$ cat config.mk
export PLATFORM = sky130hd
export DESIGN_NAME = vga_test_pattern_gen
export DESIGN_NICKNAME = d
export VERILOG_FILES = /design/src/rtl/vga_test_pattern_gen.sv
export SDC_FILE = /design/constraint.sdc
export NUM_CORES = 1
export LEC_CHECK = 0
export BUFFER_PORTS_ARGS = -buffer_cell sky130_fd_sc_hd__buf_2
export CAP_MARGIN = 20
export CORE_MARGIN = 4
export CORE_UTILIZATION = 37
export DETAILED_ROUTE_END_ITERATION = 12
export PLACE_DENSITY = 0.61
export REMOVE_ABC_BUFFERS = 1
export SLEW_MARGIN = 30
export SYNTH_ARGS = -nofsm -noshare
export SYNTH_HDL_FRONTEND = slang
export SYNTH_SLANG_ARGS = --single-unit
$ cat constraint.sdc
create_clock -name clk_i -period 2.8 [get_ports clk_i]
set_input_delay 0.14 -clock clk_i [delete_from_list [all_inputs] [get_ports clk_i]]
set_output_delay 0.14 -clock clk_i [all_outputs]
set_load 0.05 [all_outputs]
$ cat src/rtl/vga_test_pattern_gen.sv
// vga_test_pattern_gen: synthetic camera source producing VSYNC/HREF frames with selectable byte patterns.
// All outputs are registered one cycle behind the state/counter registers.
module vga_test_pattern_gen #(
   parameter int H_ACTIVE_BYTES = 640,
   parameter int H_BLANK        = 16,
   parameter int V_ACTIVE_LINES = 240,
   parameter int VSYNC_LINES    = 2,
   parameter int V_BACK_LINES   = 2,
   parameter int V_FRONT_LINES  = 2
) (
   input  logic        clk_i,
   input  logic        rst_i,
   input  logic        enable_i,
   input  logic [1:0]  pattern_sel_i,
   output logic        VSYNC_o,
   output logic        HREF_HSYNC_o,
   output logic [7:0]  RGB_DAT_o,
   output logic        frame_done_o,
   output logic        busy_o,
   output logic [15:0] frame_cnt_o
);
   localparam int LINE_LEN = H_ACTIVE_BYTES + H_BLANK;
   localparam int HW       = $clog2(LINE_LEN);
   localparam int BAR_W    = H_ACTIVE_BYTES / 8;

   typedef enum logic [2:0] {IDLE, VSYNC, V_BACK, ACTIVE, V_FRONT} state_e;

   state_e          state_q, state_d;
   logic [HW-1:0]   h_cnt_q, h_cnt_d;
   logic [15:0]     l_cnt_q, l_cnt_d;
   logic [15:0]     act_q, act_d;
   logic [7:0]      ramp_q, ramp_d;
   logic [1:0]      sel_q, sel_d;
   logic [15:0]     fcnt_q, fcnt_d;
   logic            vsync_q, vsync_d, href_q, href_d, done_q, done_d, busy_q, busy_d;
   logic [7:0]      rgb_q, rgb_d;
   logic            line_end, act_byte, last, start;
   logic [7:0]      bar_idx, pattern;

   always_comb begin
      line_end = h_cnt_q == HW'(LINE_LEN - 1);
      act_byte = (state_q == ACTIVE) && (h_cnt_q < HW'(H_ACTIVE_BYTES));
      bar_idx  = 8'(h_cnt_q / HW'(BAR_W));
      pattern  = sel_q == 2'd0 ? ramp_q :
                 sel_q == 2'd1 ? 8'(bar_idx * 8'h24) :
                 sel_q == 2'd2 ? ((h_cnt_q[0] ^ act_q[0]) ? 8'h5A : 8'hA5) :
                                 act_q[7:0];
   end

   always_comb begin
      state_d = state_q;
      h_cnt_d = line_end ? '0 : h_cnt_q + 1'b1;
      l_cnt_d = l_cnt_q;
      act_d   = act_q;
      ramp_d  = act_byte ? ramp_q + 8'd1 : ramp_q;
      sel_d   = sel_q;
      fcnt_d  = fcnt_q;
      last    = 1'b0;
      start   = 1'b0;
      case (state_q)
         IDLE: begin
            h_cnt_d = '0;
            start   = enable_i;
         end
         VSYNC: if (line_end) begin
            l_cnt_d = l_cnt_q + 16'd1;
            if (l_cnt_q == 16'(VSYNC_LINES - 1)) begin
               l_cnt_d = '0;
               state_d = (V_BACK_LINES == 0) ? ACTIVE : V_BACK;
            end
         end
         V_BACK: if (line_end) begin
            l_cnt_d = l_cnt_q + 16'd1;
            if (l_cnt_q == 16'(V_BACK_LINES - 1)) begin
               l_cnt_d = '0;
               state_d = ACTIVE;
            end
         end
         ACTIVE: if (line_end) begin
            act_d = act_q + 16'd1;
            if (act_q == 16'(V_ACTIVE_LINES - 1)) begin
               act_d   = '0;
               state_d = V_FRONT;
            end
         end
         V_FRONT: if (line_end) begin
            l_cnt_d = l_cnt_q + 16'd1;
            if (l_cnt_q == 16'(V_FRONT_LINES - 1)) begin
               l_cnt_d = '0;
               last    = 1'b1;
               fcnt_d  = fcnt_q + 16'd1;
               state_d = IDLE;
               start   = enable_i;
            end
         end
         default: state_d = IDLE;
      endcase
      // Frame start: pattern select is captured only here, so mid-frame changes are ignored.
      if (start) begin
         state_d = VSYNC;
         sel_d   = pattern_sel_i;
         h_cnt_d = '0;
         l_cnt_d = '0;
         act_d   = '0;
         ramp_d  = '0;
      end
      vsync_d = state_q == VSYNC;
      href_d  = act_byte;
      rgb_d   = act_byte ? pattern : 8'h00;
      done_d  = last;
      busy_d  = state_q != IDLE;
   end

   always_ff @(posedge clk_i) begin
      if (rst_i) begin
         state_q <= IDLE;
         h_cnt_q <= '0;
         l_cnt_q <= '0;
         act_q   <= '0;
         ramp_q  <= '0;
         sel_q   <= '0;
         fcnt_q  <= '0;
         vsync_q <= 1'b0;
         href_q  <= 1'b0;
         rgb_q   <= '0;
         done_q  <= 1'b0;
         busy_q  <= 1'b0;
      end else begin
         state_q <= state_d;
         h_cnt_q <= h_cnt_d;
         l_cnt_q <= l_cnt_d;
         act_q   <= act_d;
         ramp_q  <= ramp_d;
         sel_q   <= sel_d;
         fcnt_q  <= fcnt_d;
         vsync_q <= vsync_d;
         href_q  <= href_d;
         rgb_q   <= rgb_d;
         done_q  <= done_d;
         busy_q  <= busy_d;
      end
   end

   assign VSYNC_o      = vsync_q;
   assign HREF_HSYNC_o = href_q;
   assign RGB_DAT_o    = rgb_q;
   assign frame_done_o = done_q;
   assign busy_o       = busy_q;
   assign frame_cnt_o  = fcnt_q;
endmodule

==> results.tsv, run 1 <==
metric	value	unit
fraction of layout cells with a size suffix above 1	0.123	
cts bufs inserted	9	
clk slew on worst S/H paths	60	ps
detailed placer's ending HPWL	6620	um
M1 GR Usage	0.203	
Placed Cells	661	
H-tree depth	3	
Sink Count	83	
GRT overflow	0	
Final Non-Filler Cells	677	
worst endpoint data arrival time	2760	ps
DRC errors left	0	
GR Layer Usage met3	0.0437	
Port Buffers	32	
post-CTS sizing	0	
CTS tree	done	
crit-path cells	or4b_4 -> nor3_4 -> nand4_2 -> or4_1 -> a21oi_1	
max_cap viols	0	
Seq/Total Area, Yosys	0.391	
unrepaired setup endpoints after global routing	false	
largest cells by area after synthesis	dfxtp_1 (39%), xnor2_1 (6.6%), nor2_1 (5.6%)	
starting density of the core	0.385	
largest net degree at the start of global routing	26	
outcome	finished, final reports clean	
Setup Fix Bufs, Post-CTS	0	
Avg Cell Area, Syn	8.27	um^2
Synth Register Bits	83	
final hold violation count	0	
GP Congestion	0.830	
routed wire length	9360	um
filler cell count	1127	
Hold Buf Count CTS	0	
GRT busiest layer	met2	
initial DRC count	143	
final slew viol count	0	
initial antenna violation count	0	
Synth Cell Area	0.00425	mm^2
asr flop ratio synth	0	
Synth top area share	0.391	
CP startpoint kind	register	
EDFF count, synth	0	
leading area contributor after synthesis	dfxtp_1	
clock skew	4.56	ps
chip height	115	um
Post-Place Cell Area	0.00451	mm^2
P_leak	1.68	nW
Crit. End Element	register	
setup TNS	0	ps
Cells after Synth	514	
vias in the first global route	3402	
I/O pin cnt	33	
ANT cells	0	
core area	0.0110	mm^2
fin nets	546	
DR vias/cell	5.46	
WS Path Type	register to register	
met2 Use GR	0.228	
synth-to-layout area growth	13.1	%
Die Wd	115	um
routed len/inst	13.8	um
HP Class	primary input to register	
worst skew pair latency	340	ps
CP required	3060	ps
Top FF cell, synth	dfxtp_1	
post-layout min period	2500	ps
via count	3698	
WHS	55.8	ps
Die ar.	0.0133	mm^2
row cnt	38	
CP max FO	13	
clock buffer depth	2	
Slew @ Worst Pin	640	ps
most common cell in the netlist	dfxtp_1	
peak supply drop	0.369	mV
Ys Warns	0	
Pwr Density	504	mW/mm^2
first-pass GRT wire length	16200	um
Post-synth top cells	dfxtp_1 (83), nor2_1 (63), xnor2_1 (32), a21oi_1 (31)	
slowest CP cell	dfxtp_1	
relative slew slack	0.573	
count of final setup violators	0	
max incr delay on CP	550	ps
max frequency	400	MHz
synth unique cells	59	
DRT antenna net count	0	
root buffer cell	clkbuf_16	
DR pass1 iterations	4	
crit share post-route	0.892	
total track usage	0.150	
design area	0.00481	mm^2
-- where the power goes --
group          switching, mW  internal, mW
combinational         0.0492        0.0237
clock                  0.452         0.697
sequential            0.0133          1.19
total                  0.515          1.91
-- routing by layer --
layer	vias up	part of all wire
met4	0	0.019
li1	1887	-
met5	-	0
met1	1726	0.49
met2	71	0.44
met3	14	0.046
-- registers in the layout (all words and copies together) (netlist names) --
register / flops
act_q: 16
frame_cnt_o: 16
sel_q: 2
frame_done_o: 1
state_q: 3
h_cnt_q: 10
ramp_q: 8
HREF_HSYNC_o: 1
RGB_DAT_o: 8
busy_o: 1
VSYNC_o: 1
l_cnt_q: 16
-- worst max-delay path, delay by kind of cell (launching register included) --
kind	cells	cell delay, ps
AO/OA/AOI/OAI	1	150
AND/OR/NAND/NOR	4	1730
flip-flops	1	550
-- placed cells by master (no fill, tap or decap), types with 11 or more instances in the layout --
cell	netlist	layout
a21oi_1	31	31
buf_2	6	32
dfxtp_1	83	83
inv_1	11	11
nand2_1	25	25
nand3_1	28	28
nand4_1	16	16
nor2_1	63	63
nor3_1	28	28
nor4_1	15	15
o21ai_0	20	20
or3_1	14	14
xnor2_1	32	32
xor2_1	14	14
-- cells by family after synthesis --
family                   count (synthesis)  share of synthesized area
flip-flops                              83                      0.391
AO/OA/AOI/OAI                           82                      0.118
AND/OR/NAND/NOR                        243                      0.313
multiplexers                             5                     0.0118
buffers and inverters                   45                     0.0424
adder cells (fa/ha/maj)                 10                     0.0288
XOR/XNOR                                46                     0.0948
-- area by class of cell --
type                       instances  area, um^2  share of cell area
sequential                        83        1660               0.346
clock buffer                      15         288              0.0599
timing repair buffer              41         228              0.0474
tap                              140         175              0.0364
clock inverter                     1        5.00             0.00104
inverter                          11        41.3             0.00859
multi-input combinational        386        2410               0.501
-- final timing paths --
kind / slack [ps] / start / end / cells past startpoint
worst min-delay path: 60 / pattern_sel_i[1] / sel_q[1] / 3
worst max-delay path: 300 / h_cnt_q[7] / frame_cnt_o[15] / 5
worst min register to register: 490 / frame_cnt_o[1] / frame_cnt_o[1] / 2
worst max register to register: 300 / h_cnt_q[7] / frame_cnt_o[15] / 5
-- stage by stage --
step,setup WS (ps),utilization,total power [mW]
floorplan,435,-,1.27
global placement,416,0.409,1.30
detailed placement,325,0.409,1.30
CTS,298,0.436,2.46
global route,89.6,0.436,2.52
finish,303,0.436,2.42
Power figures use the tool's default switching activity.
==> run 2: changes to the inputs <==
--- a/config.mk
+++ b/config.mk
@@ -7,6 +7,7 @@
 export LEC_CHECK = 0
 export BUFFER_PORTS_ARGS = -buffer_cell sky130_fd_sc_hd__buf_2
 export CAP_MARGIN = 20
+export CORE_ASPECT_RATIO = 1.2
 export CORE_MARGIN = 4
 export CORE_UTILIZATION = 37
 export DETAILED_ROUTE_END_ITERATION = 12
==> run 2 against run 1 <==
Via count increased by 0.11%. Combinational power up 2%. Die area about the same. Setup slack better by 20 ps. Design area grew 0.78%. Critical path type unchanged. Critical endpoint unchanged.
==> results.tsv, run 2 (same netlist as run 1, synthesis figures left out) <==
metric	value	unit
DRC errors left	0	
P_leak	1.68	nW
initial antenna violation count	0	
Pwr Density	525	mW/mm^2
GRT overflow	0	
detailed placer's ending HPWL	6650	um
GP Congestion	0.855	
ANT cells	0	
Setup Fix Bufs, Post-CTS	0	
H-tree depth	3	
row cnt	42	
worst endpoint data arrival time	2750	ps
most frequent cells in the layout	dfxtp_1 (83), nor2_1 (63), xnor2_1 (32), buf_2 (32), a21oi_1 (31)	
routed wire length	9510	um
Sw Pwr	527	uW
CTS tree	done	
Die ar.	0.0133	mm^2
Switching Fraction	0.207	
core area	0.0111	mm^2
fin nets	545	
HP Class	primary input to register	
count of final setup violators	0	
peak supply drop	0.267	mV
I/O pin cnt	33	
max_cap viols	0	
Crit. End Element	register	
DRT antenna net count	0	
WS Path Type	register to register	
CP required	3080	ps
vias in the first global route	3464	
first-pass GRT wire length	16500	um
max frequency	404	MHz
root buffer cell	clkbuf_16	
starting density of the core	0.382	
clock power share	0.499	
DR vias/cell	5.37	
Hold Buf Count CTS	0	
synth-to-layout area growth	14.0	%
fraction of layout cells with a size suffix above 1	0.121	
routed len/inst	13.8	um
unrepaired setup endpoints after global routing	false	
WHS	62.5	ps
DR pass1 iterations	4	
commonest non-fill, non-tap cell in the layout	dfxtp_1	
crit path from	h_cnt_q[7]	
chip height	125	um
clock buffer depth	2	
sequential power share	0.472	
Slew @ Worst Pin	614	ps
clock skew	7.31	ps
Port Buffers	32	
post-layout min period	2480	ps
CP startpoint kind	register	
largest net degree at the start of global routing	26	
final slew viol count	0	
Sink Count	83	
Die Wd	106	um
hold_sp	pattern_sel_i[0]	
total track usage	0.151	
clk slew on worst S/H paths	60	ps
RR Startpoint	h_cnt_q[7]	
initial DRC count	171	
post-CTS sizing	0	
worst skew pair latency	350	ps
outcome	finished, final reports clean	
via count	3702	
relative slew slack	0.590	
cell internal pwr	2.02	mW
crit share post-route	0.885	
cts bufs inserted	9	
final hold violation count	0	
CP max FO	13	
Comb pwr share	0.029	
setup TNS	0	ps
==> run 2: changes by cell type in the layout (fill, tap and decap cells not counted), sizes merged <==
| cell | delta |
|---|---|
| bufinv | +2 |
| clkbuf | -3 |
| buf | -1 |
| clkinv | +1 |
==> run 2: power by group through the flow <==
stage / logic [mW] / clock network (mW) / registers [mW]
3_5_place_dp: 0.0746 / 0 / 1.23
4_1_cts: 0.0748 / 1.31 / 1.20
2_1_floorplan: 0.0397 / 0 / 1.23
6_report: 0.0740 / 1.27 / 1.20
5_1_grt: 0.0818 / 1.36 / 1.20
3_3_place_gp: 0.0738 / 0 / 1.23
==> run 2: cell type report <==
cell class / instances / area [um^2]
Fill cell: 1142 / 6300
Timing Repair Buffer: 40 / 220
Clock buffer: 12 / 246
Inverter: 11 / 41.3
Tap cell: 154 / 193
Multi-Input combinational cell: 386 / 2410
Clock inverter: 4 / 73.8
Sequential cell: 83 / 1660
==> run 2: through the flow <==
stage | power (mW) | util | worst slack [ps] | instance area, um^2 | std cells
after floorplan | 1.27 | - | 435 | 4110 | 480
after global routing | 2.64 | 0.435 | 68.8 | 4840 | 690
after global placement | 1.30 | 0.406 | 405 | 4520 | 674
after CTS | 2.58 | 0.435 | 308 | 4840 | 690
after detailed placement | 1.30 | 0.406 | 343 | 4520 | 674
final | 2.54 | 0.435 | 322 | 4840 | 690
==> run 2: layer usage <==
metal	GRT usage	wire [um]	vias up
met4	0.0633	192	0
li1	-	-	1885
met3	0.0387	360	15
met1	0.187	4370	1734
met2	0.248	4590	68
met5	0	0	-
==> run 2: final timing paths <==
kind | to | slack [ps] | depth (start not counted)
setup / recovery | frame_cnt_o[15] | 320 | 5
hold / removal | sel_q[0] | 60 | 3
setup reg to reg | frame_cnt_o[15] | 320 | 5
hold reg to reg | frame_cnt_o[1] | 500 | 2
==> run 2: worst max-delay path: stages, from the launching register on <==
cell	delay (ps)
dfxtp_1	560
or4b_4	550
nor3_4	350
nand4_2	320
or4_1	480
a21oi_1	150
